### config.mk
export PLATFORM = sky130hd
export DESIGN_NAME = p18_line_scanner
export DESIGN_NICKNAME = d
export VERILOG_FILES = /design/src/rtl/p18_pkg.sv /design/src/rtl/p18_ser_clk_gen.sv /design/src/rtl/p18_line_scanner.sv
export SDC_FILE = /design/constraint.sdc
export NUM_CORES = 1
export LEC_CHECK = 0
export BUFFER_PORTS_ARGS = -buffer_cell sky130_fd_sc_hd__buf_2
export CORE_MARGIN = 2
export CORE_UTILIZATION = 55
export CTS_BUF_LIST = sky130_fd_sc_hd__clkbuf_8 sky130_fd_sc_hd__clkbuf_16
export CTS_CLUSTER_DIAMETER = 30
export DETAILED_ROUTE_END_ITERATION = 8
export PLACE_DENSITY_LB_ADDON = 0.3
export SLEW_MARGIN = 10
export SYNTH_ARGS = -nofsm -noshare
export SYNTH_HDL_FRONTEND = slang
export SYNTH_SLANG_ARGS = --single-unit
### constraint.sdc
create_clock -name clk -period 2.75 [get_ports clk]
set_input_delay 0.55 -clock clk [delete_from_list [all_inputs] [get_ports clk]]
set_output_delay 0.55 -clock clk [all_outputs]
set_load 0.03 [all_outputs]
### src/rtl/p18_pkg.sv
// rtl/p18_pkg.sv - shared defaults and state encoding for the line scanner
// Purpose: default geometry of the line store, scanner FSM encoding and a
//          counter-width helper shared by the scanner and its clock generator.
package p18_pkg;

    localparam int NUM_ROWS_DEF   = 15;
    localparam int LINE_WIDTH_DEF = 13;

    typedef enum logic [2:0] {
        ST_IDLE    = 3'd0,
        ST_LOAD    = 3'd1,
        ST_SHIFT   = 3'd2,
        ST_LATCH   = 3'd3,
        ST_ADVANCE = 3'd4
    } scan_state_t;

    // Width of a counter holding 0..n-1; never narrower than one bit.
    function automatic int cnt_width(input int n);
        return (n > 1) ? $clog2(n) : 1;
    endfunction

endpackage

### src/rtl/p18_ser_clk_gen.sv
// rtl/p18_ser_clk_gen.sv - serial shift clock generator for the line scanner
// Purpose: while enable is high, produce ser_clk low for CLK_DIV cycles then
//          high for CLK_DIV cycles per bit, starting low on the first enabled cycle.
// Ports:
//   clk, nRst  - clock, asynchronous active-low reset
//   enable     - high for the whole shift window; low forces ser_clk low
//   ser_clk    - registered serial clock
//   fall_tick  - high in the last high cycle of a bit; ser_clk falls at the next edge
//   bit_done   - high when a bit period completes (same cycle as fall_tick)
module p18_ser_clk_gen
    import p18_pkg::*;
#(
    parameter int CLK_DIV = 2
) (
    input  logic clk,
    input  logic nRst,
    input  logic enable,
    output logic ser_clk,
    output logic fall_tick,
    output logic bit_done
);

    localparam int CW = cnt_width(2 * CLK_DIV);
    localparam logic [CW-1:0] PHASE_LAST = CW'(2 * CLK_DIV - 1);
    localparam logic [CW-1:0] PHASE_HIGH = CW'(CLK_DIV);

    logic [CW-1:0] phase;
    logic [CW-1:0] phase_next;

    always_comb begin
        phase_next = (phase == PHASE_LAST) ? '0 : phase + CW'(1);
    end

    // ser_clk is registered from the upcoming phase so it is glitch-free and
    // lands low again exactly when the last bit period ends.
    always_ff @(posedge clk or negedge nRst) begin
        if (!nRst) begin
            phase   <= '0;
            ser_clk <= 1'b0;
        end else if (enable) begin
            phase   <= phase_next;
            ser_clk <= (phase_next >= PHASE_HIGH);
        end else begin
            phase   <= '0;
            ser_clk <= 1'b0;
        end
    end

    assign fall_tick = enable && (phase == PHASE_LAST);
    assign bit_done  = enable && (phase == PHASE_LAST);

endmodule

### src/rtl/p18_line_scanner.sv
// rtl/p18_line_scanner.sv - rotating line store scanner with serial pixel output
// Purpose: for each of NUM_ROWS rows, capture the head line of the store,
//          shift it out MSB first on ser_data/ser_clk, strobe ser_latch and
//          rotate the store with next_line; frame_done marks the last row.
// Ports:
//   clk, nRst   - clock, asynchronous active-low reset
//   start       - frame request, honoured only when idle
//   hold        - store is being written; LOAD and ADVANCE stall
//   line        - head line of the rotating store
//   next_line   - one-cycle rotate pulse, never while hold is high
//   ser_data    - serial pixel data, MSB first, 0 outside shifting
//   ser_clk     - serial clock, receiver samples on the rising edge
//   ser_latch   - one-cycle strobe after each row
//   row_sel     - index of the row being shifted
//   busy        - high whenever a frame is in progress
//   frame_done  - one-cycle pulse with the final next_line of a frame
module p18_line_scanner
    import p18_pkg::*;
#(
    parameter int NUM_ROWS   = NUM_ROWS_DEF,
    parameter int LINE_WIDTH = LINE_WIDTH_DEF,
    parameter int CLK_DIV    = 2
) (
    input  logic                  clk,
    input  logic                  nRst,
    input  logic                  start,
    input  logic                  hold,
    input  logic [LINE_WIDTH-1:0] line,
    output logic                  next_line,
    output logic                  ser_data,
    output logic                  ser_clk,
    output logic                  ser_latch,
    output logic [3:0]            row_sel,
    output logic                  busy,
    output logic                  frame_done
);

    localparam int RW = cnt_width(NUM_ROWS);
    localparam int BW = cnt_width(LINE_WIDTH);
    localparam logic [RW-1:0] LAST_ROW = RW'(NUM_ROWS - 1);
    localparam logic [BW-1:0] LAST_BIT = BW'(LINE_WIDTH - 1);

    scan_state_t           state;
    logic [RW-1:0]         row_cnt;
    logic [BW-1:0]         bit_cnt;
    logic [LINE_WIDTH-1:0] shreg;
    logic                  shift_en;
    logic                  fall_tick;
    logic                  bit_done;

    assign shift_en = (state == ST_SHIFT);

    p18_ser_clk_gen #(
        .CLK_DIV (CLK_DIV)
    ) u_ser_clk_gen (
        .clk       (clk),
        .nRst      (nRst),
        .enable    (shift_en),
        .ser_clk   (ser_clk),
        .fall_tick (fall_tick),
        .bit_done  (bit_done)
    );

    always_ff @(posedge clk or negedge nRst) begin
        if (!nRst) begin
            state   <= ST_IDLE;
            row_cnt <= '0;
            bit_cnt <= '0;
            shreg   <= '0;
            row_sel <= 4'd0;
        end else begin
            case (state)
                ST_IDLE: begin
                    if (start) begin
                        row_cnt <= '0;
                        state   <= ST_LOAD;
                    end
                end
                ST_LOAD: begin
                    if (!hold) begin
                        shreg   <= line;
                        row_sel <= 4'(row_cnt);
                        bit_cnt <= LAST_BIT;
                        state   <= ST_SHIFT;
                    end
                end
                ST_SHIFT: begin
                    // The shift on the final fall is harmless: ser_data is
                    // gated off once the FSM leaves SHIFT.
                    if (fall_tick) begin
                        shreg <= {shreg[LINE_WIDTH-2:0], 1'b0};
                    end
                    if (bit_done) begin
                        if (bit_cnt == '0) begin
                            state <= ST_LATCH;
                        end else begin
                            bit_cnt <= bit_cnt - BW'(1);
                        end
                    end
                end
                ST_LATCH: begin
                    state <= ST_ADVANCE;
                end
                ST_ADVANCE: begin
                    if (!hold) begin
                        if (row_cnt == LAST_ROW) begin
                            state <= ST_IDLE;
                        end else begin
                            row_cnt <= row_cnt + RW'(1);
                            state   <= ST_LOAD;
                        end
                    end
                end
                default: state <= ST_IDLE;
            endcase
        end
    end

    // next_line must react to hold in the same cycle, so it is decoded
    // directly from the state register and the hold input.
    assign next_line  = (state == ST_ADVANCE) && !hold;
    assign frame_done = next_line && (row_cnt == LAST_ROW);
    assign ser_data   = shift_en && shreg[LINE_WIDTH-1];
    assign ser_latch  = (state == ST_LATCH);
    assign busy       = (state != ST_IDLE);

endmodule

Word-level counts from Yosys, hierarchy flattened --
Index checks and enable logic that the tools add are counted.
Storage, ports and cells: flip-flop bits (word level) 31, latch bits 0, RAM bits 0, bits in read-only memories 0, bits of input ports 17, output and inout bits 10, logic and storage cells 61, memories kept 0
Operators by class: add/subtract/negate cells 3, multiply operators 0, div/mod/pow operators 0, order comparisons 1, equality and inequality tests 13, shift operators 0, multiplexer cells 21, bitwise logic cells 1, reductions and logical operators 15
Operator list (number):
- $mux 13 | 2
- $pmux 13 s2 | 1
- $mux 4 | 6
- $pmux 4 s2 | 2
- $mux 3 | 5
- $pmux 3 s5 | 1
- $ne 2x2->1 const B | 5
- $reduce_and 4->1 | 2
- $eq 3x2->1 const B | 2
- $reduce_and 5->1 | 1
- $add 4x1->4 const B | 1
- $eq 4x4->1 const B | 1
- $logic_and 1x1->1 | 4
- $logic_not 4->1 | 1
- $mux 2 | 2
- $ne 2x1->1 const B | 2
- $reduce_bool 2->1 | 2
- $sub 4x1->4 const B | 1
- $eq 3x1->1 const B | 1
- $eq 3x3->1 const B | 1
- $logic_not 3->1 | 1
- $reduce_and 3->1 | 1
- $reduce_bool 3->1 | 1
- $add 2x1->2 const B | 1
- 6 further kinds | 7

Logic depth before layout (Yosys ltp) --
Gate-level depths: netlist of run 1.
depth in word-level cells 4, gate-level depth with buffers 7, mapped depth without buffers 6

Modules after synthesis --
Synthesis of run 1 repeated with hierarchy kept, for this count alone.
Second synthesis, totals: cells, all modules 159, area, all modules 1655.3 um^2
Modules (own cells, without submodules):
- p18_line_scanner | instances 1, cells an instance 152, area an instance 1560.2 um^2
- p18_ser_clk_gen | instances 1, cells an instance 7, area an instance 95.1 um^2

Worst setup path after synthesis of run 1 --
Ideal clock, no wire load.
path type register to output, start register state[0], end output ser_data, arrival time 1426 ps, setup slack 774 ps, stages on the path, launching flop included 5, path buffers 2, cells stage by stage dfrtp_1 -> buf_2 -> nor3b_2 -> buf_2 -> and2_1
Between the ends: cells in the longest elaborated chain, start to end 2
RTL lines:
- from (decl) | line p18_line_scanner.sv:43 | scan_state_t state;
- from (signal assigned) | line p18_line_scanner.sv:66 | state <= ST_IDLE;
- from (signal assigned) | line p18_line_scanner.sv:76 | state <= ST_LOAD;
- from (signal assigned) | line p18_line_scanner.sv:84 | state <= ST_SHIFT;
- $eq 3x2->1 | line p18_line_scanner.sv:51 | assign shift_en = (state == ST_SHIFT);
- $logic_and 1x1->1 | line p18_line_scanner.sv:123 | assign ser_data = shift_en && shreg[LINE_WIDTH-1];
- to (decl) | line p18_line_scanner.sv:30 | output logic ser_data,
Every way passes these cells.

Worst setup path in the final report of run 1 --
start register state[2], end output ser_data
Same word-level chain as after synthesis.

==> impl_metrics.yaml, run 1 <==
timing:
  hold_slack_ns: 0.282
  period_share_pct: 77.0
  rsz0062_at_grt: "no"
  tns_ns: 0
  tightest_slew_ns: 0.634
  hold_viol_final: 0
  min_period_ns: 2.12
  finClkSkew_ns: 0.00479
  slew_headroom_pct: 57.7
  setup_violations: 0
  drv_slew: 0
  max_freq_mhz: 472
logic_synthesis:
  yosysSeqAreaShare_pct: 46.0
  ys_warn_count: 0
  ys_seq_elements: 30
  yosys.cell_types.count: 40
  avgSynthCellArea_sq_um: 9.65
  syn_nets: 190
  synth_ff_type: "dfrtp_1"
  syn_area_sq_mm: 0.00163
  synth_cells: 169
  async_reset_ff_share_pct: 100
  synth_edf_count: 0
power:
  p_clk_share_pct: 18.4
  switching_power_mw: 0.740
  seqPwrFrac_pct: 41.6
  p_int_mw: 1.11
  peakVddDrop_mv: 0.761
  switching_share_pct: 40.1
  p_per_area_mw_per_mm2: 1010
  power_mw: 1.85
  p_leak_nw: 0.857
  comb_power_share_pct: 40.0
clock_tree:
  root_buffer: "clkbuf_8"
  post-cts-setup-buffers: 0
  h-tree-depth: 2
  cts_resized: 0
  cts-hold-fix-buffers: 0
  cts_buffers: 5
  worstSkewPairLatency_ns: 0.28
  clkSinkCount: 30
  cts_buffer_depth: 2
  clkSlewWorstSetupHoldPaths_ns: 0.06
  tritoncts: "done"
global_route:
  grt_most_used_layer: "met2"
  grt_use_total_pct: 21.4
  grt_pass1_wl_microns: 5380
  grt_max_degree: 31
  use_met1_pct: 29.7
  use_met3_pct: 7.25
  globalRouteOverflowTotal: 0
  antenna_found_initial: 0
  grt_pass1_vias: 1158
  grt.met2_usage_pct: 30.7
routing:
  postRouteAntennaNets: 0
  drt_wl_total_microns: 3140
  wl_per_cell_microns: 14.0
  avgViaCountPerCell: 5.74
  drt_first_pass_iters: 4
  drt_iter0_drc: 55
  dr_total_vias: 1285
  route.detailed.drc: 0
setup_path:
  critPathBufInv: 1
  cp.arrival_ns: 1.57
  cp_slowest_cell: "dfrtp_1"
  crit_fanout: 18
  critPathKind: "flop to output port"
  r2r_cells: 4
  end_kind: "output port"
  r2r_slack_ns: 0.74
  cpLargestDelayFamily: "flip-flops"
  cp-start-kind: "flop"
  r2r_start: "state[2]"
  worst_path_largest_cell_delay_ns: 0.60
  worstPathRequired_ns: 2.20
  crit_chain: "nor3b_2 -> and2_1 -> buf_2"
  r2r_end: "state[0]"
finish:
  fin_nets: 215
  antenna_cells: 0
  utilization_pct: 65.9
  drive_above_1_share_pct: 26.9
  syn_to_final_growth_pct: 12.3
floorplan:
  die_area_sq_mm: 0.00342
  coreArea_sq_mm: 0.00278
  io_pins: 27
  die_w_microns: 58.5
  fp.dieH_microns: 58.5
  rows: 19
  start_util_pct: 58.7
placed_design:
  dpl.hpwl_microns: 2230
  io_buffer_count: 26
  gp_congestion: 0.862
run_status:
  status: "complete, no violations"
run:
  maxCapViolCount: 0
worst_hold_path:
  hp-class: "input pin to async pin"
-- placed cells by master (no fill, tap or decap), types with 2 or more instances in the layout --
cell and n:
inv_1 8, or3_1 2, nor2_1 18, dfrtp_1 30, nor2b_1 2, nand2_1 32, buf_4 2, nor3_1 3
a22o_1 3, mux2_2 5, and2_1 4, o21ai_0 6, buf_2 26, a21oi_1 4, or3b_1 2, ha_1 4
nand3_1 3, a31oi_2 6, a31oi_1 7, mux2i_1 2, clkbuf_8 6
-- power by group through the flow --
stage	sequential (mW)	clock [mW]	combinational, mW
after global routing	0.800	0.370	0.825
after floorplan	0.708	0	0.656
after detailed placement	0.774	0	0.741
after CTS	0.767	0.348	0.744
final	0.768	0.340	0.740
after global placement	0.759	0	0.706
-- registers in the layout, summed over array words and instances, names as in the netlist --
register and cells:
shreg 13, bit_cnt 4, row_cnt 4, row_sel 4, state 3, u_ser_clk_gen.phase 2
-- cell usage after synthesis, types with 2 or more instances --
cell type	number	area [sq um]
buf_6	2	22.5
a31oi_2	6	75.1
buf_4	2	15.0
ha_1	4	50.1
a22o_1	3	26.3
a31oi_1	7	43.8
mux2i_1	2	20.0
dfrtp_1	30	751
or3b_1	2	17.5
nor2b_1	2	12.5
o21ai_0	6	30.0
nor3_1	3	15.0
inv_1	8	30.0
buf_2	5	25.0
a21oi_1	4	20.0
and2_1	4	25.0
mux2_2	5	56.3
nand2_1	32	120
nor2_1	18	67.6
or3_1	2	12.5
nand3_1	3	15.0
-- area by class of cell --
cell class / instances / area (sq um)
clock buffers: 6 / 82.6
fillers: 228 / 950
inverters: 8 / 30.0
multi-input cells: 121 / 785
flip-flops and latches: 30 / 751
well taps: 31 / 38.8
repair buffers: 28 / 145
-- how the worst max path moves through the flow --
stage / start / depth (start not counted) / slack, ns / end
after detailed placement: hold / 6 / 0.71 / shreg[1]
after global placement: hold / 6 / 0.75 / shreg[11]
after CTS: state[0] / 4 / 0.61 / frame_done
after global routing: state[2] / 4 / 0.50 / state[0]
final: state[2] / 3 / 0.63 / ser_data
after floorplan: state[0] / 4 / 0.77 / ser_data
-- through the flow --
stage	instances	setup WS [ns]	instance area [sq um]
after floorplan	169	0.774	1630
after global placement	218	0.750	1750
after detailed placement	218	0.715	1750
after CTS	224	0.615	1830
after global routing	224	0.496	1830
final	224	0.632	1830
-- cells by family (layout without fill, tap and decap cells) --
kind of cell             count (synthesis)  in the layout  synth area share (%)
AND/OR/NAND/NOR                         74             74                  22.4
AO/OA/AOI/OAI                           36             36                  17.9
flip-flops                              30             30                  46.0
buffers and inverters                   18             42                  5.90
multiplexers                             7              7                  4.68
adder cells (fa/ha/maj)                  4              4                  3.07
-- per-layer routing --
metal	part of all wire, %	wire [microns]
met1	46	1440
met4	2.2	70
met2	46	1430
met5	0	0
met3	6.3	199
No activity file was read; power rests on OpenSTA's default activity.
==> inputs of run 2 (changes only) <==
- CORE_UTILIZATION: 55 -> 50
- clock period: 2.75 -> 1.7 ns (I/O delays scaled with it)
==> run 2 against run 1 <==
Routed wire length increased by 20%. Critical path type unchanged. Global-route usage fell by 0.23 points. Register-to-register slack got worse by 0.72 ns. Critical path depth unchanged.
==> impl_metrics.yaml, run 2 (same netlist as run 1, synthesis figures left out) <==
finish:
  layout_common_cells: "nand2_1, dfrtp_1, buf_2"
  utilization_pct: 69.0
  regMostFlops: "shreg"
  largest_reg_flops: 13
  antenna_cells: 0
  fillCellCount: 239
  drive_above_1_share_pct: 44.1
  final_common_cell: "nand2_1"
  syn_to_final_growth_pct: 30.1
  fin_nets: 234
  multi_input_area_sq_um: 861
  register_area_sq_um: 758
timing:
  tns_ns: 0
  hold_slack_ns: 0.100
  tightest_slew_ns: 0.677
  drv_slew: 0
  rsz0062_at_grt: "yes"
  period_share_pct: 100
  hold_viol_final: 0
  min_period_ns: 1.70
  setup_violations: 0
  finClkSkew_ns: 0.00420
  max_freq_mhz: 588
  slew_headroom_pct: 54.9
  setup_slack_ns: 0.000608
floorplan:
  start_util_pct: 53.0
  io_pins: 27
  die_area_sq_mm: 0.00374
  fp.dieH_microns: 61.1
  rows: 20
  die_w_microns: 61.1
  coreArea_sq_mm: 0.00308
power:
  p_per_area_mw_per_mm2: 1650
  power_mw: 3.51
  p_leak_nw: 0.975
  peakVddDrop_mv: 1.00
run_status:
  status: "complete, no violations"
clock_tree:
  cts-hold-fix-buffers: 0
  cts_buffer_depth: 2
  clkSlewWorstSetupHoldPaths_ns: 0.06
  tritoncts: "done"
  worstSkewPairLatency_ns: 0.28
  clkSinkCount: 30
  root_buffer: "clkbuf_8"
  cts_buffers: 5
  h-tree-depth: 2
setup_path:
  end_kind: "output port"
  critPathKind: "flop to output port"
  cp-start-kind: "flop"
  crit_fanout: 7
  cp.arrival_ns: 1.36
  worstPathRequired_ns: 1.36
routing:
  drt_first_pass_iters: 4
  dr_total_vias: 1415
  drt_iter0_drc: 51
  wl_per_cell_microns: 14.7
  avgViaCountPerCell: 5.51
  route.detailed.drc: 0
  drt_wl_total_microns: 3770
  postRouteAntennaNets: 0
global_route:
  grt_pass1_wl_microns: 5780
  grt_max_degree: 31
  grt_pass1_vias: 1347
  antenna_found_initial: 0
  grt_use_total_pct: 21.2
  globalRouteOverflowTotal: 0
placed_design:
  io_buffer_count: 26
  dpl.hpwl_microns: 2380
  pre_cts_slack_ns: -0.000465
  gp_congestion: 0.762
worst_hold_path:
  hp-class: "input pin to async pin"
run:
  maxCapViolCount: 0
[run 2: cell types whose count changed in the layout (fill, tap and decap cells not counted), moves of 3 or more]
cell     change
buf_6        +6
buf_2        -4
nor2_2       +3
buf_4       +16
nor2_1       -3
dfrtp_2      +6
dfrtp_1      -6
inv_2        +3
[run 2: through the flow]
stage,cell area [sq um],std cells
after floorplan,1630,169
after detailed placement,1830,238
final,2120,257
after CTS,2020,252
after global routing,2120,257
after global placement,1830,238
[run 2: metal layers]
metal,vias up,routed length (microns),GRT usage (%)
li1,676,-,-
met1,694,1520,23.0
met2,36,2000,39.7
met3,9,162,5.88
met4,0,89,6.52
met5,-,0,0
[run 2: power by group]
group / internal [mW] / switching [mW]
registers: 0.982 / 0.236
logic: 0.847 / 0.882
clock network: 0.314 / 0.247
total: 2.14 / 1.37
[run 2: area by class of cell]
class                      instances  area share [%]
multi-input combinational        121            40.5
clock buffer                       6            3.89
timing repair buffer              47            15.7
tap                               44            2.59
clock inverter                     1           0.177
inverter                           8            1.41
sequential                        30            35.7
[run 2: repair_timing]
item | in CTS | in global routing
endpoints found under the setup margin | 6 | 18
resized for setup | 18 | 21
hold endpoints to repair | 0 | 0
setup buffers | 7 | 5
pin swaps | 1 | 2
[run 2: path summary, 6_finish.rpt]
path / from / end / slack (ns) / cells past startpoint
max in group asynchronous: nRst / u_ser_clk_gen.phase[1] / 1.12 / 1
setup / recovery: state[1] / busy / 0.0006 / 3
hold reg to reg: u_ser_clk_gen.phase[0] / u_ser_clk_gen.phase[0] / 0.45 / 1
min in group clk: line[0] / shreg[0] / 0.30 / 3
hold / removal: nRst / row_cnt[0] / 0.10 / 1
setup reg to reg: bit_cnt[1] / state[0] / 0.02 / 6
[run 2: worst max-delay path, cell delays in order (launching register included)]
cell	delay [ns]
dfrtp_2	0.47
buf_6	0.15
or3_1	0.32
buf_6	0.15
==> inputs of run 3 (changes only) <==
--- a/config.mk
+++ b/config.mk
@@ -8,4 +8,6 @@
 export BUFFER_PORTS_ARGS = -buffer_cell sky130_fd_sc_hd__buf_2
+export CELL_PAD_IN_SITES_DETAIL_PLACEMENT = 1
+export CELL_PAD_IN_SITES_GLOBAL_PLACEMENT = 2
 export CORE_MARGIN = 2
-export CORE_UTILIZATION = 50
+export CORE_UTILIZATION = 31
 export CTS_BUF_LIST = sky130_fd_sc_hd__clkbuf_8 sky130_fd_sc_hd__clkbuf_16
==> constraint.sdc (replaced) <==
create_clock -name clk -period 1.7 [get_ports clk]
set_input_delay 0.085 -clock clk [delete_from_list [all_inputs] [get_ports clk]]
set_output_delay 0.085 -clock clk [all_outputs]
set_load 0.03 [all_outputs]
==> run 3 against run 2 <==
Register-to-register slack better by 0.04 ns. Non-clock buffer count grew 2. Largest cell class unchanged. Routed wire length increased by 9.8%. Design area decreased by 0.47%. Via count fell by 0.42%. Die area increased by 57%. Largest power group unchanged. Highest routed layer unchanged.
==> impl_metrics.yaml, run 3 (same netlist as run 1, synthesis figures left out) <==
run_status:
  status: "complete, no violations"
timing:
  tightest_slew_ns: 0.490
  setup_slack_ns: 0.0626
  max_freq_mhz: 611
  period_share_pct: 96.3
  drv_slew: 0
  rsz0062_at_grt: "no"
  min_period_ns: 1.64
  slew_headroom_pct: 66.5
  hold_slack_ns: 0.0326
  setup_violations: 0
  finClkSkew_ns: 0.00494
  hold_viol_final: 0
  tns_ns: 0
floorplan:
  fp.dieH_microns: 76.5
  die_w_microns: 76.5
  start_util_pct: 31.9
  die_area_sq_mm: 0.00586
  coreArea_sq_mm: 0.00511
  io_pins: 27
  rows: 26
power:
  p_int_mw: 2.06
  p_clk_share_pct: 18.0
  power_mw: 3.42
  comb_power_share_pct: 48.1
  seqPwrFrac_pct: 33.9
  peakVddDrop_mv: 0.487
  p_leak_nw: 0.970
  switching_power_mw: 1.36
  p_per_area_mw_per_mm2: 1620
  switching_share_pct: 39.9
finish:
  register_area_sq_um: 754
  syn_to_final_growth_pct: 29.5
  final_common_cell: "nand2_1"
  layout_common_cells: "nand2_1, dfrtp_1, buf_2"
  multi_input_area_sq_um: 820
  instances_no_fill: 286
  drive_above_1_share_pct: 38.4
  regMostFlops: "shreg"
  largest_reg_flops: 13
  antenna_cells: 0
  fillCellCount: 603
  fin_nets: 236
placed_design:
  dp_cells: 268
  pre_cts_slack_ns: -0.0500
  dpl.hpwl_microns: 2880
  io_buffer_count: 26
  gp_congestion: 0.842
worst_hold_path:
  hp-class: "input pin to flop"
  worstHoldStart: "line[0]"
  whs_path_depth: 3
  min_delay_worst_endpoint: "shreg[0]"
routing:
  route.detailed.drc: 0
  drt_iter0_drc: 50
  avgViaCountPerCell: 4.93
  top_layer: "met4"
  wl_met1_microns: 1650
  drt_wl_total_microns: 4140
  postRouteAntennaNets: 0
  wl_met3_microns: 150
  wl_met2_microns: 2220
  dr_total_vias: 1409
  wl_per_cell_microns: 14.5
  drt_first_pass_iters: 4
setup_path:
  critPathKind: "flop to flop"
  r2r_slack_ns: 0.06
  crit_fanout: 4
  end_kind: "flop"
  worstPathRequired_ns: 1.92
  r2r_cells: 6
  r2r_start: "bit_cnt[0]"
  cp-start-kind: "flop"
  cp.arrival_ns: 1.86
  r2r_end: "state[0]"
clock_tree:
  worstSkewPairLatency_ns: 0.29
  root_buffer: "clkbuf_8"
  clkSinkCount: 30
  tritoncts: "done"
  h-tree-depth: 2
  cts_buffer_depth: 2
  cts_buffers: 5
  clkSlewWorstSetupHoldPaths_ns: 0.07
global_route:
  grt_max_degree: 31
  antenna_found_initial: 0
  grt_pass1_wl_microns: 7050
  grt_use_total_pct: 15.2
  globalRouteOverflowTotal: 0
  grt_pass1_vias: 1474
run:
  maxCapViolCount: 0
-- run 3: cell types whose count changed in the layout (fill, tap and decap cells not counted), sizes merged --
cell / delta
buf: +1
clkinv: +1
clkinvlp: +1
dlygate4sd3: +1
inv: -1
-- run 3: power by group through the flow --
stage	Combinational (mW)	Clock, mW	Sequential [mW]
2_1_floorplan	1.06	0	1.15
3_3_place_gp	1.40	0	1.16
3_5_place_dp	1.46	0	1.18
4_1_cts	1.55	0.645	1.17
5_1_grt	1.82	0.675	1.19
6_report	1.64	0.617	1.16
-- run 3: worst max-delay path by stage --
stage | slack, ns | cells past startpoint | from | endpoint
floorplan | 0.06 | 6 | u_ser_clk_gen.phase[1] | shreg[10]
global placement | 0.06 | 6 | bit_cnt[0] | state[0]
detailed placement | -0.05 | 6 | bit_cnt[1] | state[0]
CTS | 0.007 | 5 | state[0] | frame_done
global route | 0.0008 | 6 | bit_cnt[0] | state[0]
finish | 0.06 | 6 | bit_cnt[0] | state[0]
-- run 3: through the flow --
step           instance area (sq um)  util (%)
2_1_floorplan                   1630         -
3_3_place_gp                    1890      37.1
3_5_place_dp                    1890      37.1
4_1_cts                         2040      40.0
5_1_grt                         2110      41.4
6_report                        2110      41.4
-- run 3: layout make-up --
| cell class | count | share of cell area [%] |
|---|---|---|
| Tap cell | 70 | 4.14 |
| Clock buffer | 6 | 3.91 |
| Inverter | 8 | 1.42 |
| Multi-Input combinational cell | 121 | 38.8 |
| Clock inverter | 2 | 0.592 |
| Timing Repair Buffer | 49 | 15.5 |
| Sequential cell | 30 | 35.7 |
-- run 3: routing by layer --
layer,track usage (%),vias to the layer above
li1,-,676
met1,16.7,692
met2,27.9,29
met3,2.84,12
met4,7.64,0
met5,0,-
-- run 3: what timing repair did --
action                     in CTS  in global routing
hold endpoints to repair       30                  0
setup buffers                   1                  8
hold buffers                    1                  0
resized for setup              11                  5
setup endpoints to repair       5                  4
pin swaps                       0                  1
-- run 3: critical path, cell delays in order (launching register included) --
cell and delay (ns):
dfrtp_1 0.39, inv_2 0.09, ha_4 0.14, or3b_4 0.39
or3_1 0.31, o21ai_1 0.11, and2_1 0.13
